`config.mk`:
```
export PLATFORM = sky130hd
export DESIGN_NAME = puf_resp_tx_flat
export DESIGN_NICKNAME = d
export VERILOG_FILES = /design/src/rtl/puf_resp_tx_if.sv /design/src/rtl/puf_resp_tx.sv /design/src/flat_wrapper.sv
export SDC_FILE = /design/constraint.sdc
export NUM_CORES = 1
export LEC_CHECK = 0
export ABC_AREA = 1
export CORE_ASPECT_RATIO = 1.5
export CORE_MARGIN = 5
export CORE_UTILIZATION = 45
export DETAILED_ROUTE_END_ITERATION = 16
export GPL_TIMING_DRIVEN = 0
export HOLD_SLACK_MARGIN = 0.12
export PLACE_DENSITY = 0.69
export SLEW_MARGIN = 20
export SYNTH_ARGS = -nofsm -noshare
export SYNTH_HDL_FRONTEND = slang
export SYNTH_SLANG_ARGS = --single-unit
```
`constraint.sdc`:
```
create_clock -name clk -period 5.1 [get_ports clk]
set_clock_uncertainty 0.15 [all_clocks]
set_input_delay 1.02 -clock clk [delete_from_list [all_inputs] [get_ports clk]]
set_output_delay 1.02 -clock clk [all_outputs]
set_load 0.01 [all_outputs]
```
`src/rtl/puf_resp_tx_if.sv`:
```
// Byte-wide TX handshake between the PUF response framer and the SPI master.
// The framer drives tx_dv/tx_byte; the SPI master answers with tx_ready.
interface puf_resp_tx_if;
  logic       tx_dv;
  logic [7:0] tx_byte;
  logic       tx_ready;

  modport master (
    output tx_dv,
    output tx_byte,
    input  tx_ready
  );

  modport slave (
    input  tx_dv,
    input  tx_byte,
    output tx_ready
  );
endinterface

```
`src/rtl/puf_resp_tx.sv`:
```
// PUF response framer: header, status, response bytes MSB-first, XOR check.
// Streams one byte per SPI master handshake.
module puf_resp_tx #(
  parameter int         RESP_W   = 256,
  parameter logic [7:0] HDR_BYTE = 8'hA5
) (
  input  logic              clk,
  input  logic              reset,
  input  logic              start,
  input  logic [RESP_W-1:0] response,
  input  logic              res_valid,
  puf_resp_tx_if.master     spi,
  output logic              busy,
  output logic              done,
  output logic              dropped
);

  localparam int NBYTES = RESP_W / 8;
  localparam int IDX_W  = $clog2(NBYTES + 3);
  localparam logic [IDX_W-1:0] LAST = IDX_W'(NBYTES + 2);
  localparam logic [IDX_W-1:0] STAT = IDX_W'(1);

  typedef enum logic [2:0] {
    IDLE,
    LOAD,
    STROBE,
    WAIT_LO,
    WAIT_HI,
    FIN
  } state_t;

  state_t            state;
  logic [IDX_W-1:0]  idx;
  logic [7:0]        chk;
  logic [RESP_W-1:0] shadow;
  logic              vld_q;
  logic [1:0]        tmo;
  logic [7:0]        frame_byte;

  // Response bytes come from the top of a shifting copy of the capture.
  always_comb begin
    frame_byte = shadow[RESP_W-1 -: 8];
    unique case (1'b1)
      idx == '0:   frame_byte = HDR_BYTE;
      idx == STAT: frame_byte = {7'b0, vld_q};
      idx == LAST: frame_byte = chk;
      default: ;
    endcase
  end

  always_ff @(posedge clk) begin
    if (reset) begin
      state       <= IDLE;
      idx         <= '0;
      chk         <= '0;
      shadow      <= '0;
      vld_q       <= 1'b0;
      tmo         <= '0;
      spi.tx_dv   <= 1'b0;
      spi.tx_byte <= '0;
      busy        <= 1'b0;
      done        <= 1'b0;
      dropped     <= 1'b0;
    end else begin
      spi.tx_dv <= 1'b0;
      done      <= 1'b0;
      dropped   <= start && (state != IDLE);
      unique case (state)
        IDLE: begin
          if (start) begin
            shadow <= response;
            vld_q  <= res_valid;
            busy   <= 1'b1;
            idx    <= '0;
            chk    <= '0;
            state  <= LOAD;
          end
        end
        LOAD: begin
          spi.tx_byte <= frame_byte;
          chk         <= chk ^ frame_byte;
          if (idx > STAT && idx != LAST)
            shadow <= {shadow[RESP_W-9:0], 8'h00};
          state <= STROBE;
        end
        STROBE: begin
          if (spi.tx_ready) begin
            spi.tx_dv <= 1'b1;
            tmo       <= '0;
            state     <= WAIT_LO;
          end
        end
        // A master that never drops ready is let through after 4 cycles.
        WAIT_LO: begin
          if (!spi.tx_ready || tmo == 2'd3)
            state <= WAIT_HI;
          else
            tmo <= tmo + 2'd1;
        end
        WAIT_HI: begin
          if (spi.tx_ready) begin
            if (idx == LAST) begin
              state <= FIN;
            end else begin
              idx   <= idx + IDX_W'(1);
              state <= LOAD;
            end
          end
        end
        FIN: begin
          done  <= 1'b1;
          busy  <= 1'b0;
          state <= IDLE;
        end
        default: state <= IDLE;
      endcase
    end
  end

endmodule

```
`src/flat_wrapper.sv`:
```
// flat-port wrapper written by rule: the top's interface ports become plain ports
module puf_resp_tx_flat 
#(
  parameter int         RESP_W   = 256,
  parameter logic [7:0] HDR_BYTE = 8'hA5
)
  (clk, reset, start, response, res_valid, busy, done, dropped, spi_tx_dv, spi_tx_byte, spi_tx_ready);
  puf_resp_tx_if spi_i ();
  input  logic clk;
  input  logic reset;
  input  logic start;
  input  logic [RESP_W-1:0] response;
  input  logic res_valid;
  output logic busy;
  output logic done;
  output logic dropped;
  output wire logic [$bits(spi_i.tx_dv)-1:0] spi_tx_dv;
  output wire logic [$bits(spi_i.tx_byte)-1:0] spi_tx_byte;
  input wire logic [$bits(spi_i.tx_ready)-1:0] spi_tx_ready;
  assign spi_tx_dv = spi_i.tx_dv;
  assign spi_tx_byte = spi_i.tx_byte;
  assign spi_i.tx_ready = spi_tx_ready;
  puf_resp_tx #(.RESP_W(RESP_W), .HDR_BYTE(HDR_BYTE)) u_core (.clk(clk), .reset(reset), .start(start), .response(response), .res_valid(res_valid), .spi(spi_i), .busy(busy), .done(done), .dropped(dropped));
endmodule
```
==> results of run 1 <==
cell usage after synthesis (13+ instances only):
master,count
dfxtp_1,288
nand3_1,267
nand2_1,571
o21ai_0,254
nor2_2,21
buf_2,38
inv_1,265
clkbuf_1,86
nand4_1,13
a21oi_1,20
buf_1,27
buf_6,13
nor2_1,517
sequential cells by signal, summed over array words and instances, names as in the netlist:
signal              cells
u_core.vld_q            1
u_core.idx              6
u_core.spi.tx_byte      8
u_core.spi.tx_dv        1
u_core.dropped          1
u_core.chk              8
u_core.done             1
u_core.state            3
u_core.tmo              2
u_core.shadow         256
u_core.busy             1
final timing paths:
check	startpoint	endpoint	slack [ns]	depth (start not counted)
max reg2reg	u_core.state[2]$_SDFFE_PP0P_	u_core.shadow[121]$_SDFFE_PP0P_	2.40	7
min	u_core.spi.tx_byte[7]$_SDFFE_PP0P_	u_core.spi.tx_byte[7]$_SDFFE_PP0P_	0.31	2
max	u_core.state[2]$_SDFFE_PP0P_	u_core.shadow[121]$_SDFFE_PP0P_	2.40	7
min reg2reg	u_core.spi.tx_byte[7]$_SDFFE_PP0P_	u_core.spi.tx_byte[7]$_SDFFE_PP0P_	0.31	2
logic make-up (layout without fill, tap and decap cells):
family                     after synthesis  count (layout)  synth area share [%]
buffers and inverters                  447             774                  13.0
xor gates and xnor gates                 4               4                 0.232
AOI/OAI and AO/OA                      291             291                  9.96
DFF                                    288             288                  38.2
adders and majority gates                6               6                 0.498
and+or+nand+nor                       1403            1403                  38.1
layer usage:
metal  vias up  track usage, %
met5         -               0
met4         6            9.12
met3       103            3.73
met2       452            47.0
met1      7062            26.5
li1       8154               -
worst reg2reg max path: stages (launching register included):
cell      delay, ns
dfxtp_1        0.46
inv_2          0.07
nand3_1        0.51
clkbuf_1       0.60
clkbuf_1       0.37
o21ai_0        0.21
nor2_1         0.17
nor2_1         0.05
area by class of cell:
class	count	area (um^2)
clock buffer	41	863
inverter	269	1010
multi-input combinational	1704	7360
clock inverter	14	220
buffer	178	946
sequential	288	5770
tap	420	526
fill	3295	13800
timing repair buffer	272	2720
metrics by stage:
step,hold WS [ns],std cells,total power [W]
5_1_grt,0.339,3186,0.00872
3_5_place_dp,0.307,3131,0.00578
4_1_cts,0.317,3186,0.00820
6_report,0.315,3186,0.00815
2_1_floorplan,0.291,2439,0.00491
3_3_place_gp,0.304,3131,0.00572
where the power goes:
part / switching, W / total (W) / internal, W
Combinational: 0.00178 / 0.00289 / 0.00111
Sequential: 0.000134 / 0.00285 / 0.00272
Clock: 0.000927 / 0.00241 / 0.00148
==> metrics.cfg, run 1 <==
[route]
wl_met1_um=18300
dr.pass1.iters=5
routed-via-count=15800
met2_length_um=24700
ant_nets=0
wl_met3_um=2450
drt_iter0_drc=920
top_layer=met5
via_per_inst=4.95
drt_drc_violations_left=0
drt_wl_total_um=47300
routedWlPerCell_um=14.8

[pwr]
powerDensity_nw_per_um2=420
p_leak_nw=9.07
max-vdd-ir-drop_v=0.000296

[cts]
post_cts_resize_count=0
numClockSinks=288
post-cts-setup-buffers=0
cts.clk_slew.worst_paths_ns=0.06
cts-root-buf=clkbuf_16
clkLatencyLatePin_ns=0.56
h-tree-depth=1
cts_buffer_depth=3
ctsHoldBuffers=0
cts_tree=built
cts_buffers=30

[run]
cap_viol_max_count=0

[timing]
tightest_slew_ns=0.724
setup_viol=0
fin_tns_setup_ns=0
fmax_mhz=371
maxSlewHeadroom_pct=51.6
hold_viol=0
period_needed_ns=2.70
rsz0062_at_grt=no
post-route-period-util_pct=52.9
setup_slack_ns=2.40
drv_slew=0

[setup_path]
cp_top_family=buffers and inverters
cp_max_fo=10
critPathCaptureType=flip-flop
crit_required_ns=5.40
critPathArrivalTime_ns=2.99
crit_type=flip-flop to flip-flop
slowest_stage=clkbuf_1
cpPeakStageDelay_ns=0.59
critPathBufInv=3
critical_path.cell_chain=inv_2, nand3_1, clkbuf_1, clkbuf_1, o21ai_0, nor2_1, nor2_1
worstSetupStartpointType=flip-flop

[synth]
yosys-top-cells-area=dfxtp_1, nand2_1, nor2_1, nand3_1, o21ai_0
async_flop_share_pct=0
ys_seq_area_share_pct=38.2
netlist.area_leader.share_pct=38.2
synth_edf_count=0
netlist_area_um2=15100
syn_area_per_cell_um2=6.18
syn_inst=2439
synth_cell_types=31
syn_nets=2706
synth_largest_area_cell=dfxtp_1
ys_ff_latch=288
ys_warn_count=0
synth_ff_type=dfxtp_1

[global_route]
grt_antenna_before_repair=3
grt_pass1_wl_um=75400
grt_pass1_vias=15300
grt_use_total_pct=24.3
grt_max_degree=15
grt.overflow.total=0

[layout]
area_growth_pct=28.7
final_common_cell=nand2_1
final_cell_mix=nand2_1, nor2_1, dfxtp_1, clkdlybuf4s50_1, nand3_1
final_area_um2=19400
fin_util_pct=58.4
nets=3010
drive_above_1_share_pct=5.21
diodes=0

[floorplanning]
die_height_um=234
die_area_um2=37300
io_pins=273
core-area_um2=33200
initial_utilization_pct=45.4
fp-row-count=82
die_x_um=159

[placed_design]
dpl_worst_slack_ns=1.90
gp_congestion=0.930
dp.final_hpwl_um=36500
portBuffers=272
placed_area_um2=18300

[status]
outcome=finished, final reports clean

[hold_path]
hold_path.class=flip-flop to flip-flop

Power figures use the tool's default switching activity.
==> run 2: changes to the inputs <==
PLACE_DENSITY = 0.72   (was 0.69)
clock period = 2.4 ns   (was 5.1 ns; I/O delays follow)
==> run 2 against run 1 <==
  * Final area up 0.15%
  * Fmax up 18%
  * Register-to-register slack worse by 2.3 ns
  * Die area unchanged
  * Setup slack worse by 2.3 ns
  * Sequential share of layout area about the same
  * Critical path type unchanged
  * Critical endpoint is now u_core.shadow[199]$_SDFFE_PP0P_
  * Largest cell class unchanged
  * Highest routed layer unchanged
==> metrics.cfg, run 2 (synthesized netlist as in run 1, its figures left out) <==
[route]
ant_nets=0  ; unchanged
dr.pass1.iters=5  ; unchanged
drt_iter0_drc=1062  ; +15%
drt_wl_total_um=48500  ; +2.5%
drt_drc_violations_left=0  ; unchanged
routed-via-count=16100  ; +1.8%
via_per_inst=5.04  ; +1.8%
routedWlPerCell_um=15.2  ; +2.4%

[floorplanning]
io_pins=273  ; unchanged
die_area_um2=37300  ; unchanged
initial_utilization_pct=45.4  ; unchanged
core-area_um2=33200  ; unchanged
fp-row-count=82  ; unchanged
die_height_um=234  ; unchanged
die_x_um=159  ; unchanged

[timing]
setup_slack_ns=0.111  ; -2.29 ns
tightest_slew_ns=0.727  ; +0.00355 ns
rsz0062_at_grt=no
post-route-period-util_pct=95.4  ; +42 points
maxSlewHeadroom_pct=51.5  ; -0.10 points
setup_viol=0  ; unchanged
whs_ns=0.315  ; -0.000121 ns
fmax_mhz=437  ; +18%
period_needed_ns=2.29  ; -0.408 ns
drv_slew=0  ; unchanged
hold_viol=0  ; unchanged

[placed_design]
gp_congestion=0.915  ; -1.6%
dp.final_hpwl_um=37000  ; +1.4%
portBuffers=272  ; unchanged
dpl_worst_slack_ns=-0.301  ; -2.20 ns

[layout]
drive_above_1_share_pct=6.22  ; +1.0 points
final_cell_mix=nand2_1, nor2_1, dfxtp_1, clkdlybuf4s50_1
largest-register=u_core.shadow
final_common_cell=nand2_1
regArea_um2=5770  ; about the same
largest_register_ffs=256  ; unchanged
reg_top3=u_core.shadow (256), u_core.chk (8), u_core.spi.tx_byte (8)
multi_input_area_um2=7380  ; +0.27%
nets=3009  ; -0.033%
area_growth_pct=28.9
fillers=3266  ; -0.88%

[setup_path]
critPathBufInv=3  ; unchanged
critPathCaptureType=flip-flop
crit_required_ns=2.71  ; -2.69 ns
r2r_setup_slack_ns=0.11  ; -2.29 ns
cpPeakStageDelay_ns=0.44  ; -0.15 ns
critPathArrivalTime_ns=2.60  ; -0.39 ns
critical_path.cell_chain=inv_1, nand2_1, nor2_1, nand2_1, clkbuf_2, clkbuf_1, nand3_1, nand2_1, nor2_1
path_common_cell=nand2_1
slowest_stage=dfxtp_1
cp_top_family=buffers and inverters
crit_type=flip-flop to flip-flop
worstSetupStartpointType=flip-flop
cp_max_fo=10  ; unchanged

[cts]
h-tree-depth=1  ; unchanged
cts_buffers=30  ; unchanged
post-cts-setup-buffers=0  ; unchanged
numClockSinks=288  ; unchanged
cts_buffer_depth=3  ; unchanged
cts.clk_slew.worst_paths_ns=0.06  ; about the same
clkLatencyLatePin_ns=0.57  ; about the same
cts-root-buf=clkbuf_16
cts_tree=built

[global_route]
grt_use_total_pct=24.6  ; +0.33 points
grt_max_degree=15  ; unchanged
grt_pass1_wl_um=76200  ; +1.2%
grt_antenna_before_repair=3  ; unchanged
grt_pass1_vias=15600  ; +2.1%
grt.overflow.total=0  ; unchanged

[status]
outcome=finished, final reports clean

[hold_path]
hold_path.class=flip-flop to flip-flop

[pwr]
powerDensity_nw_per_um2=891  ; +110%
p_leak_nw=9.13  ; +0.60%
max-vdd-ir-drop_v=0.000640  ; +120%

[run]
cap_viol_max_count=0  ; unchanged

## run 2: path summary, 6_finish.rpt
path,start,to,cells past startpoint
setup reg to reg,u_core.state[0]$_SDFFE_PP0P_,u_core.shadow[199]$_SDFFE_PP0P_,9
hold / removal,u_core.spi.tx_byte[7]$_SDFFE_PP0P_,u_core.spi.tx_byte[7]$_SDFFE_PP0P_,2
setup / recovery,u_core.state[0]$_SDFFE_PP0P_,u_core.shadow[199]$_SDFFE_PP0P_,9
hold reg to reg,u_core.spi.tx_byte[7]$_SDFFE_PP0P_,u_core.spi.tx_byte[7]$_SDFFE_PP0P_,2
## run 2: area by class of cell
cell class	count	share of cell area, %
timing repair buffer	272	14.0
tap	420	2.70
multi-input combinational	1704	37.9
sequential	288	29.7
buffer	177	5.03
inverter	269	5.19
antenna	3	0.0386
clock inverter	14	1.02
clock buffer	41	4.39
## run 2: through the flow
stage	std cells	instance area [um^2]	TNS, ns	power (W)	utilization [%]
2_1_floorplan	2439	15100	0	0.0104	-
3_3_place_gp	3131	18300	-55.30	0.0121	55.1
3_5_place_dp	3131	18300	-55.96	0.0123	55.1
4_1_cts	3185	19400	0	0.0173	58.3
5_1_grt	3186	19400	0	0.0185	58.5
6_report	3188	19400	0	0.0173	58.5
## run 2: per-layer routing
layer | GRT usage [%] | up-vias | share of wire, %
met2 | 47.0 | 568 | 52
met5 | 0 | - | 0.037
li1 | - | 8151 | -
met1 | 26.3 | 7212 | 38
met3 | 3.99 | 135 | 6.1
met4 | 11.7 | 2 | 4.5
## run 2: what timing repair did
item                       4_1_cts  5_1_grt
resized for setup                7       36
setup endpoints to repair      263      169
hold buffers                     0        0
pin swaps                        0        0
## run 2: where the power goes
group,internal (W),leakage (nW),switching [W]
clock network,0.00301,0.520,0.00201
registers,0.00577,2.38,0.000294
logic,0.00239,6.23,0.00383
## run 2: worst min-delay path, stage by stage, from the launching register on
cell     delay [ns]
dfxtp_1        0.31
nand2_1        0.06
a21oi_1        0.05
